===== config.mk =====
export PLATFORM = sky130hd
export DESIGN_NAME = d_stage
export DESIGN_NICKNAME = d
export VERILOG_FILES = /design/src/rtl/d_pkg.sv /design/src/rtl/d_branch_unit.sv /design/src/rtl/d_stage.sv
export SDC_FILE = /design/constraint.sdc
export NUM_CORES = 1
export LEC_CHECK = 0
export BUFFER_PORTS_ARGS = -buffer_cell sky130_fd_sc_hd__buf_4
export CAP_MARGIN = 10
export CORE_AREA = 3 3 173 175
export DETAILED_ROUTE_END_ITERATION = 6
export DIE_AREA = 0 0 176 178
export PLACE_DENSITY = 0.5
export SETUP_SLACK_MARGIN = 0.02
export SYNTH_ARGS = -nofsm -noshare
export SYNTH_HDL_FRONTEND = slang
export SYNTH_HIERARCHICAL = 1
export SYNTH_SLANG_ARGS = --single-unit

===== constraint.sdc =====
create_clock -name clk -period 13 [get_ports clk]
set_input_delay 3.9 -clock clk [delete_from_list [all_inputs] [get_ports clk]]
set_output_delay 3.9 -clock clk [all_outputs]
set_load 0.01 [all_outputs]

===== src/rtl/d_pkg.sv =====
// Shared decode-stage definitions: opcodes, pcsel/forwarding encodings, nop.
package d_pkg;
  localparam logic [5:0] OP_SPECIAL  = 6'b000000;
  localparam logic [5:0] OP_J        = 6'b000010;
  localparam logic [5:0] OP_JAL      = 6'b000011;
  localparam logic [5:0] OP_BEQ      = 6'b000100;
  localparam logic [5:0] OP_BGEZALR  = 6'b111111;
  localparam logic [5:0] FN_JR       = 6'b001000;
  localparam logic [5:0] FN_JALR     = 6'b001001;

  localparam logic [31:0] NOP = 32'h0000_0000;

  typedef enum logic [2:0] {
    PCSEL_PC4     = 3'd0,
    PCSEL_BR      = 3'd1,
    PCSEL_J       = 3'd2,
    PCSEL_JR      = 3'd3,
    PCSEL_BGEZALR = 3'd4
  } pcsel_e;

  typedef enum logic [1:0] {
    FWD_GRF   = 2'd0,
    FWD_PC8_E = 2'd1,
    FWD_ALU_M = 2'd2,
    FWD_WD_W  = 2'd3
  } fwd_sel_e;

  typedef struct packed {
    pcsel_e pcsel;
    logic   isbeq;
    logic   equal;
    logic   da;
  } br_resp_t;

  function automatic logic [31:0] fwd_mux(input logic [1:0] sel, input logic [31:0] grf,
                                          input logic [31:0] pc8, input logic [31:0] alu,
                                          input logic [31:0] wd);
    case (sel)
      FWD_PC8_E: return pc8;
      FWD_ALU_M: return alu;
      FWD_WD_W:  return wd;
      default:   return grf;
    endcase
  endfunction
endpackage


===== src/rtl/d_branch_unit.sv =====
// Combinational next-PC decode and operand compare for the D stage.
// Optional bgezalr decode enabled by D_BGEZALR_EN.
module d_branch_unit
  import d_pkg::*;
(
  input  logic [5:0]  op,
  input  logic [5:0]  funct,
  input  logic [31:0] rs,
  input  logic [31:0] rt,
  output br_resp_t    resp
);
  always_comb begin
    resp.pcsel = PCSEL_PC4;
    resp.isbeq = 1'b0;
    resp.equal = (rs == rt);
`ifdef D_BGEZALR_EN
    resp.da    = ~rs[31];
`else
    resp.da    = 1'b0;
`endif
    case (op)
      OP_BEQ: begin
        resp.pcsel = PCSEL_BR;
        resp.isbeq = 1'b1;
      end
      OP_J, OP_JAL: resp.pcsel = PCSEL_J;
      OP_SPECIAL:
        if (funct == FN_JR || funct == FN_JALR) resp.pcsel = PCSEL_JR;
`ifdef D_BGEZALR_EN
      OP_BGEZALR: resp.pcsel = PCSEL_BGEZALR;
`endif
      default: ;
    endcase
  end
endmodule


===== src/rtl/d_stage.sv =====
// IF/ID pipeline register with forwarded operand read and branch/jump resolution.
// D_BGEZALR_EN enables the bgezalr decode in d_branch_unit.
module d_stage
  import d_pkg::*;
#(
  parameter logic [31:0] PC_RESET = 32'h0000_3000
) (
  input  logic        clk,
  input  logic        reset,
  input  logic        stop,
  input  logic        flush,
  input  logic [31:0] IR_F,
  input  logic [31:0] pc4_F,
  input  logic [31:0] grf_rs,
  input  logic [31:0] grf_rt,
  input  logic [1:0]  fwd_rs_sel,
  input  logic [1:0]  fwd_rt_sel,
  input  logic [31:0] pc8_E,
  input  logic [31:0] alu_M,
  input  logic [31:0] wd_W,
  output logic [31:0] IR_D,
  output logic [31:0] pc4_D,
  output logic [31:0] pc8_D,
  output logic [4:0]  rs_addr,
  output logic [4:0]  rt_addr,
  output logic [31:0] rs,
  output logic [31:0] rt,
  output logic [15:0] imm16,
  output logic [25:0] imm26,
  output logic [2:0]  pcsel,
  output logic        equal,
  output logic        isbeq,
  output logic        da
);
  localparam int NUM_OPS = 2;

  logic [NUM_OPS-1:0][31:0] grf_val, opnd;
  logic [NUM_OPS-1:0][1:0]  fwd_sel;
  br_resp_t                 br;

  // flush beats stop; reset beats both
  always_ff @(posedge clk) begin
    if (!reset) begin
      IR_D  <= NOP;
      pc4_D <= PC_RESET;
    end else if (flush) begin
      IR_D  <= NOP;
    end else if (!stop) begin
      IR_D  <= IR_F;
      pc4_D <= pc4_F;
    end
  end

  assign grf_val = {grf_rt, grf_rs};
  assign fwd_sel = {fwd_rt_sel, fwd_rs_sel};

  for (genvar i = 0; i < NUM_OPS; i++) begin : g_fwd
    assign opnd[i] = fwd_mux(fwd_sel[i], grf_val[i], pc8_E, alu_M, wd_W);
  end

  assign rs      = opnd[0];
  assign rt      = opnd[1];
  assign pc8_D   = pc4_D + 32'd4;
  assign rs_addr = IR_D[25:21];
  assign rt_addr = IR_D[20:16];
  assign imm16   = IR_D[15:0];
  assign imm26   = IR_D[25:0];

  d_branch_unit u_br (
    .op    (IR_D[31:26]),
    .funct (IR_D[5:0]),
    .rs    (rs),
    .rt    (rt),
    .resp  (br)
  );

  assign pcsel = br.pcsel;
  assign isbeq = br.isbeq;
  assign equal = br.equal;
  assign da    = br.da;
endmodule


==> results of run 1 <==
critical path: cells and delay by family:
| family | cells | cell delay [ps] |
|---|---|---|
| AND/OR/NAND/NOR | 3 | 960 |
| buffers and inverters | 2 | 640 |
| XOR/XNOR | 1 | 180 |
| multiplexers | 1 | 620 |
kinds of logic after synthesis:
family                     count (synthesis)  synth area share [%]
other                                      1                0.0724
xor gates and xnor gates                  60                  10.1
buffers and inverters                     91                  11.0
and+or+nand+nor                          164                  15.5
adders and majority gates                  1                 0.241
AOI/OAI and AO/OA                         30                  4.35
muxes                                     96                  34.0
DFF                                       64                  24.7
sequential cells by signal, summed over array words and instances, names as in the netlist:
signal  cells
IR_D       32
pc4_D      32
worst paths after layout:
check / startpoint / end / slack (ps)
hold / removal: pc4_D[0] / pc4_D[0] / 490
setup reg to reg: pc4_D[2] / pc4_D[2] / 12120
hold reg to reg: pc4_D[0] / pc4_D[0] / 490
setup / recovery: fwd_rt_sel[0] / equal / 2770
through the flow:
stage	setup WS, ps	hold slack [ps]	instances
after global placement	2670	474	1252
after detailed placement	2680	477	1252
after floorplan	3360	500	508
final	2770	485	1268
after CTS	2670	487	1268
after global routing	2580	516	1268
cell type report:
type / count / area (um^2)
inverters: 2 / 7.51
clock buffers: 10 / 239
flip-flops and latches: 64 / 1280
fillers: 3041 / 19800
well taps: 384 / 480
clock inverters: 6 / 115
repair buffers: 449 / 3370
multi-input cells: 353 / 3340
placed cells by master, fill, tap and decap left out:
cell type   instances
a21boi_0           30
and3_1              5
and3b_1             1
and4_1              3
and4_2              1
buf_4             449
bufinv_16           3
clkbuf_16           9
clkbuf_8            1
clkinv_4            1
clkinvlp_4          1
conb_1              2
dfxtp_1            64
ha_1                1
inv_1               2
inv_6               1
mux2i_1            32
mux4_2             64
nand2_1            73
nand2b_1            2
nand3_1            17
nand4_1             7
nand4_4             2
nor2_1             36
nor2_2              1
nor3_1              1
nor4_1             10
nor4_4              2
nor4b_1             1
or2_2               2
xnor2_1            23
xor2_1             37
power breakdown:
group / internal, W / switching (W)
combinational: 0.000141 / 0.000105
clock: 0.000194 / 0.0000969
sequential: 0.000204 / 0.0000123
synthesized netlist by cell type (7+ instances only):
master,instances
nand3_1,17
xnor2_1,23
mux4_2,64
nand4_1,7
buf_4,56
nor2_1,37
dfxtp_1,64
nand2_1,73
nor4_1,10
buf_2,13
a21boi_0,30
xor2_1,37
mux2i_1,32
clkbuf_1,15
layer usage:
| layer | up-vias | part of all wire (%) |
|---|---|---|
| li1 | 2526 | - |
| met4 | 0 | 2.9 |
| met3 | 39 | 6.7 |
| met5 | - | 0 |
| met2 | 272 | 53 |
| met1 | 2598 | 38 |
==> out/qor.txt, run 1 <==
Post-DP Area -> 8480 um^2
Critical Path Fanout Max -> 32
Number of top-level pins -> 450
Dominant synthesized flop cell -> dfxtp_1
Syn. warnings -> 6
Post-synth top area share -> 27.8%
Layout Skew -> 0 ps
Routed Antenna Nets -> 0
# resized after CTS -> 0
Crit path DAT -> 6330 ps
Vias in the first global route -> 5,554
Sink Count -> 64
H-tree levels -> 3
Distinct cells, synth -> 28
Final Hold Vio Count -> 0
Slew Viols, Final -> 0
M3 GR Usage -> 3.53%
GR peak layer -> met2
Largest net degree at the start of global routing -> 35
Total power draw -> 0.000754 W
MaxCap Viol Count -> 0
Actual slew at the worst max-slew pin -> 740 ps
Nets -> 1,112
GR Util met1 -> 15.6%
RSZ-0062 raised after global routing -> false
F_max -> 97.7 MHz
Peak supply drop -> 0.0537 mV
Setup TNS -> 0 ps
Seq/Total Area, Yosys -> 24.7%
Status -> finished clean
Hold Crit Class -> reg2reg
Clock Latency Late Sink -> 340 ps
Worst-path clk slew -> 60 ps
Shortest period the worst path allows -> 10,230 ps
Initial DRC count -> 188
Final core occ -> 30.9%
Routed len/inst -> 18.7 um
Port Buffers -> 447
Synth top area cells -> mux4_2, dfxtp_1, buf_4, xor2_1, mux2i_1
GP Congestion -> 0.834
Die Width -> 176 um
Maximum root-to-sink buffer count -> 2
Pre-antenna DRT Iters -> 4
Largest area contributor in the netlist -> mux4_2
Crit-path most repeated cell -> buf_4
DP HPWL -> 19,700 um
First-pass GRT wire length -> 33,600 um
Mapped Cells -> 507
Reg2Reg Depth -> 2
Tcrit/Tclk final -> 78.7%
Hold depth -> 2
CTS buffer count -> 9
Crit. End Element -> primary output
Pwr/cell area -> 85.3 nW/um^2
Worst EP required -> 9100 ps
Critical path's largest stage delay -> 670 ps
# DRC -> 0
Area delta synth->final -> 70.4%
Antenna violations before repair -> 0
Total global routing overflow -> 0
Mapped cell area -> 5180 um^2
Met2 GRT Util -> 26.4%
Pleak -> 4.10 nW
Post-Layout Inst Area -> 8830 um^2
Diode count -> 0
Overall Global Routing Usage -> 14.1%
Number of flops mapped to enable cells by yosys -> 0
Asr flop ratio synth -> 0%
Die area -> 31,300 um^2
Row Count -> 62
Synthesized area per cell -> 10.2 um^2
Final setup vio count -> 0
Via count -> 5,435
CTS tree -> done
Worst path slowest cell -> nor4_1
Postcts setup bufs -> 0
Crit start category -> input port
#FFs+latches synth -> 64
Slew margin rel. -> 50.2%
Core footprint -> 28,600 um^2
Post-CTS Hold Buffers -> 0
CTS root buffer -> clkbuf_16
Routed WL -> 23,600 um
DIE HEIGHT -> 178 um
Initial Utilization -> 18.1%
CP cell instances -> buf_4, mux4_2, xor2_1, nor4_1, nand4_1, nor2_1, buf_4
Layout cells sized above 1 -> 60.7%
CP Class -> in2out
Vias per cell -> 4.29
Power figures use the tool's default switching activity.
==> inputs of run 2 (changes only) <==
--- a/config.mk
+++ b/config.mk
@@ -5,12 +5,13 @@
 export SDC_FILE = /design/constraint.sdc
 export NUM_CORES = 1
 export LEC_CHECK = 0
+export ABC_AREA = 1
 export BUFFER_PORTS_ARGS = -buffer_cell sky130_fd_sc_hd__buf_4
 export CAP_MARGIN = 10
 export CORE_AREA = 3 3 173 175
 export DETAILED_ROUTE_END_ITERATION = 6
 export DIE_AREA = 0 0 176 178
-export PLACE_DENSITY = 0.5
+export PLACE_DENSITY = 0.52
 export SETUP_SLACK_MARGIN = 0.02
 export SYNTH_ARGS = -nofsm -noshare
 export SYNTH_HDL_FRONTEND = slang
==> constraint.sdc (replaced) <==
create_clock -name clk -period 10.75 [get_ports clk]
set_input_delay 3.225 -clock clk [delete_from_list [all_inputs] [get_ports clk]]
set_output_delay 3.225 -clock clk [all_outputs]
set_load 0.01 [all_outputs]
==> out/qor.txt, run 2 <==
Status -> finished clean
CTS root buffer -> clkbuf_16
H-tree levels -> 3
Clock Latency Late Sink -> 330 ps
GP Congestion -> 0.892
Pwr/cell area -> 98.7 nW/um^2
Total global routing overflow -> 0
Final Hold Vio Count -> 0
CP Class -> in2out
Initial Utilization -> 20.0%
Final setup vio count -> 0
Largest area contributor in the netlist -> nand2_1
Area delta synth->final -> 62.9%
Critical path's largest stage delay -> 780 ps
Synth top area cells -> nand2_1, dfxtp_1, nor2_1, buf_4, inv_1
Asr flop ratio synth -> 0%
Slew Viols, Final -> 0
Reg-to-reg setup timing slack -> 9900 ps
Layout cells sized above 1 -> 35.2%
Largest net degree at the start of global routing -> 41
Most common cell after layout, fill and taps aside -> nand2_1
Shortest period the worst path allows -> 8890 ps
Diode count -> 0
#FFs+latches synth -> 64
Worst path slowest cell -> inv_1
Hold Crit Class -> reg2reg
RSZ-0062 raised after global routing -> false
# DRC -> 0
Actual slew at the worst max-slew pin -> 1260 ps
Commonest non-fill, non-tap cells in the layout -> nand2_1, buf_4, nor2_1
F_max -> 112 MHz
FF-to-FF End -> IR_D[15]
# fillers -> 3,219
Antenna violations before repair -> 0
Crit. End Element -> primary output
Setup TNS -> 0 ps
Sink Count -> 64
CP cell instances -> buf_4, inv_1, nand2_1, inv_1, nand2_1, nand4_1, inv_1, nand2_1, nand2_1, nor2_1, nand2_1, nor2_1, nand2_1, nor2_1, buf_4
Critical Path Fanout Max -> 25
Crit-path most repeated cell -> nand2_1
MaxCap Viol Count -> 0
CTS buffer count -> 9
Postcts setup bufs -> 0
Peak supply drop -> 0.0675 mV
Die Width -> 176 um
Pleak -> 4.85 nW
Pre-CTS setup slack -> 1830 ps
Routed Antenna Nets -> 0
Most common library cells after synthesis -> nand2_1, nor2_1, inv_1
Port Buffers -> 447
Most common cell in the netlist -> nand2_1
Number of flops mapped to enable cells by yosys -> 0
Reg2Reg Depth -> 2
Row Count -> 62
Tcrit/Tclk final -> 82.7%
Mapped Cells -> 1,030
Post-route worst setup slack -> 1860 ps
Vias in the first global route -> 7,560
Nets -> 1,630
Die area -> 31,300 um^2
Via count -> 7,900
Critical Path End -> equal
Critical R2R Launch -> IR_D[15]
Vias per cell -> 4.42
Mapped cell area -> 5730 um^2
Seq/Total Area, Yosys -> 22.4%
# resized after CTS -> 0
Distinct cells, synth -> 28
Post-synth top area share -> 30.5%
Crit start category -> input port
Biggest regs -> IR_D (32), pc4_D (32)
Syn. warnings -> 6
Initial DRC count -> 497
Synthesized area per cell -> 5.56 um^2
Layout Skew -> 0 ps
Core footprint -> 28,600 um^2
Worst-path clk slew -> 60 ps
Dominant synthesized flop cell -> dfxtp_1
Routed WL -> 30,300 um
Number of top-level pins -> 450
CTS tree -> done
Critical Path Source -> fwd_rs_sel[0]
DIE HEIGHT -> 178 um
Slew margin rel. -> 15.8%
Crit path DAT -> 5670 ps
Post-CTS Hold Buffers -> 0
First-pass GRT wire length -> 43,400 um
Routed len/inst -> 17.0 um
Worst EP required -> 7530 ps
Overall Global Routing Usage -> 17.8%
Pre-antenna DRT Iters -> 5
DP HPWL -> 24,500 um
Maximum root-to-sink buffer count -> 2
[run 2: changes by cell type after synthesis, sizes merged, moves of 11 or more]
| cell | before | now |
|---|---|---|
| a21boi | 30 | 0 |
| a21oi | 0 | 40 |
| inv | 2 | 83 |
| mux2i | 32 | 0 |
| mux4 | 64 | 0 |
| nand2 | 73 | 474 |
| nand4 | 9 | 49 |
| nor2 | 37 | 135 |
| nor4 | 12 | 1 |
| o2111ai | 0 | 16 |
| o21ai | 0 | 31 |
| xnor2 | 23 | 5 |
| xor2 | 37 | 13 |
[run 2: power breakdown]
group / internal (W) / total (W) / switching, W / leakage, nW
Sequential: 0.000249 / 0.000268 / 0.0000186 / 0.525
Clock: 0.000209 / 0.000322 / 0.000113 / 0.152
Combinational: 0.000157 / 0.000332 / 0.000175 / 4.18
Total: 0.000615 / 0.000922 / 0.000307 / 4.85
[run 2: critical path, delay by kind of cell]
| family | cells | cell delay [ps] |
|---|---|---|
| simple gates | 10 | 1250 |
| buf+inv | 5 | 1170 |
[run 2: cells by family (layout without fill, tap and decap cells)]
kind of cell / count (synthesis) / count (layout) / share of synthesized area (%)
buffers and inverters: 180 / 551 / 16.0
adder cells (fa/ha/maj): 1 / 1 / 0.218
AND/OR/NAND/NOR: 679 / 679 / 49.9
flip-flops: 64 / 64 / 22.4
other: 1 / 2 / 0.0654
XOR/XNOR: 18 / 18 / 2.88
AO/OA/AOI/OAI: 87 / 87 / 8.64
[run 2: per-stage QoR]
stage | cell area [um^2] | util (%) | power, W | hold WS, ps | instances
finish | 9340 | 32.6 | 0.000922 | 491 | 1786
detailed placement | 9020 | 31.5 | 0.000605 | 485 | 1770
global placement | 9020 | 31.5 | 0.000605 | 475 | 1770
CTS | 9340 | 32.6 | 0.000932 | 493 | 1786
global route | 9340 | 32.6 | 0.000973 | 509 | 1786
floorplan | 5740 | - | 0.000415 | 500 | 1031
[run 2: worst min-delay path by stage]
stage / from / slack, ps / end / cells past startpoint
floorplan: pc4_D[31] / 500 / pc4_D[31] / 2
CTS: pc4_D[31] / 490 / pc4_D[31] / 2
global placement: IR_D[31] / 480 / IR_D[31] / 2
global route: IR_D[26] / 510 / IR_D[26] / 2
finish: pc4_D[31] / 490 / pc4_D[31] / 2
detailed placement: pc4_D[31] / 480 / pc4_D[31] / 2
[run 2: area by class of cell]
class                   instances  area, um^2  share of cell area (%)
clock inverters                 5        80.1                   0.857
inverters                      83         312                    3.34
multi-input cells             787        3550                    38.0
repair buffers                452        3390                    36.3
well taps                     384         480                    5.14
flip-flops and latches         64        1280                    13.7
clock buffers                  11         243                    2.60
[run 2: per-layer routing]
metal  wire length [um]  part of all wire [%]  GRT usage, %  vias up
li1                   -                     -             -     3913
met3               2290                   7.6          4.13       43
met4                811                   2.7          5.11        0
met5                  0                     0             0        -
met2              15300                    50          32.0      349
met1              11900                    39          21.2     3595
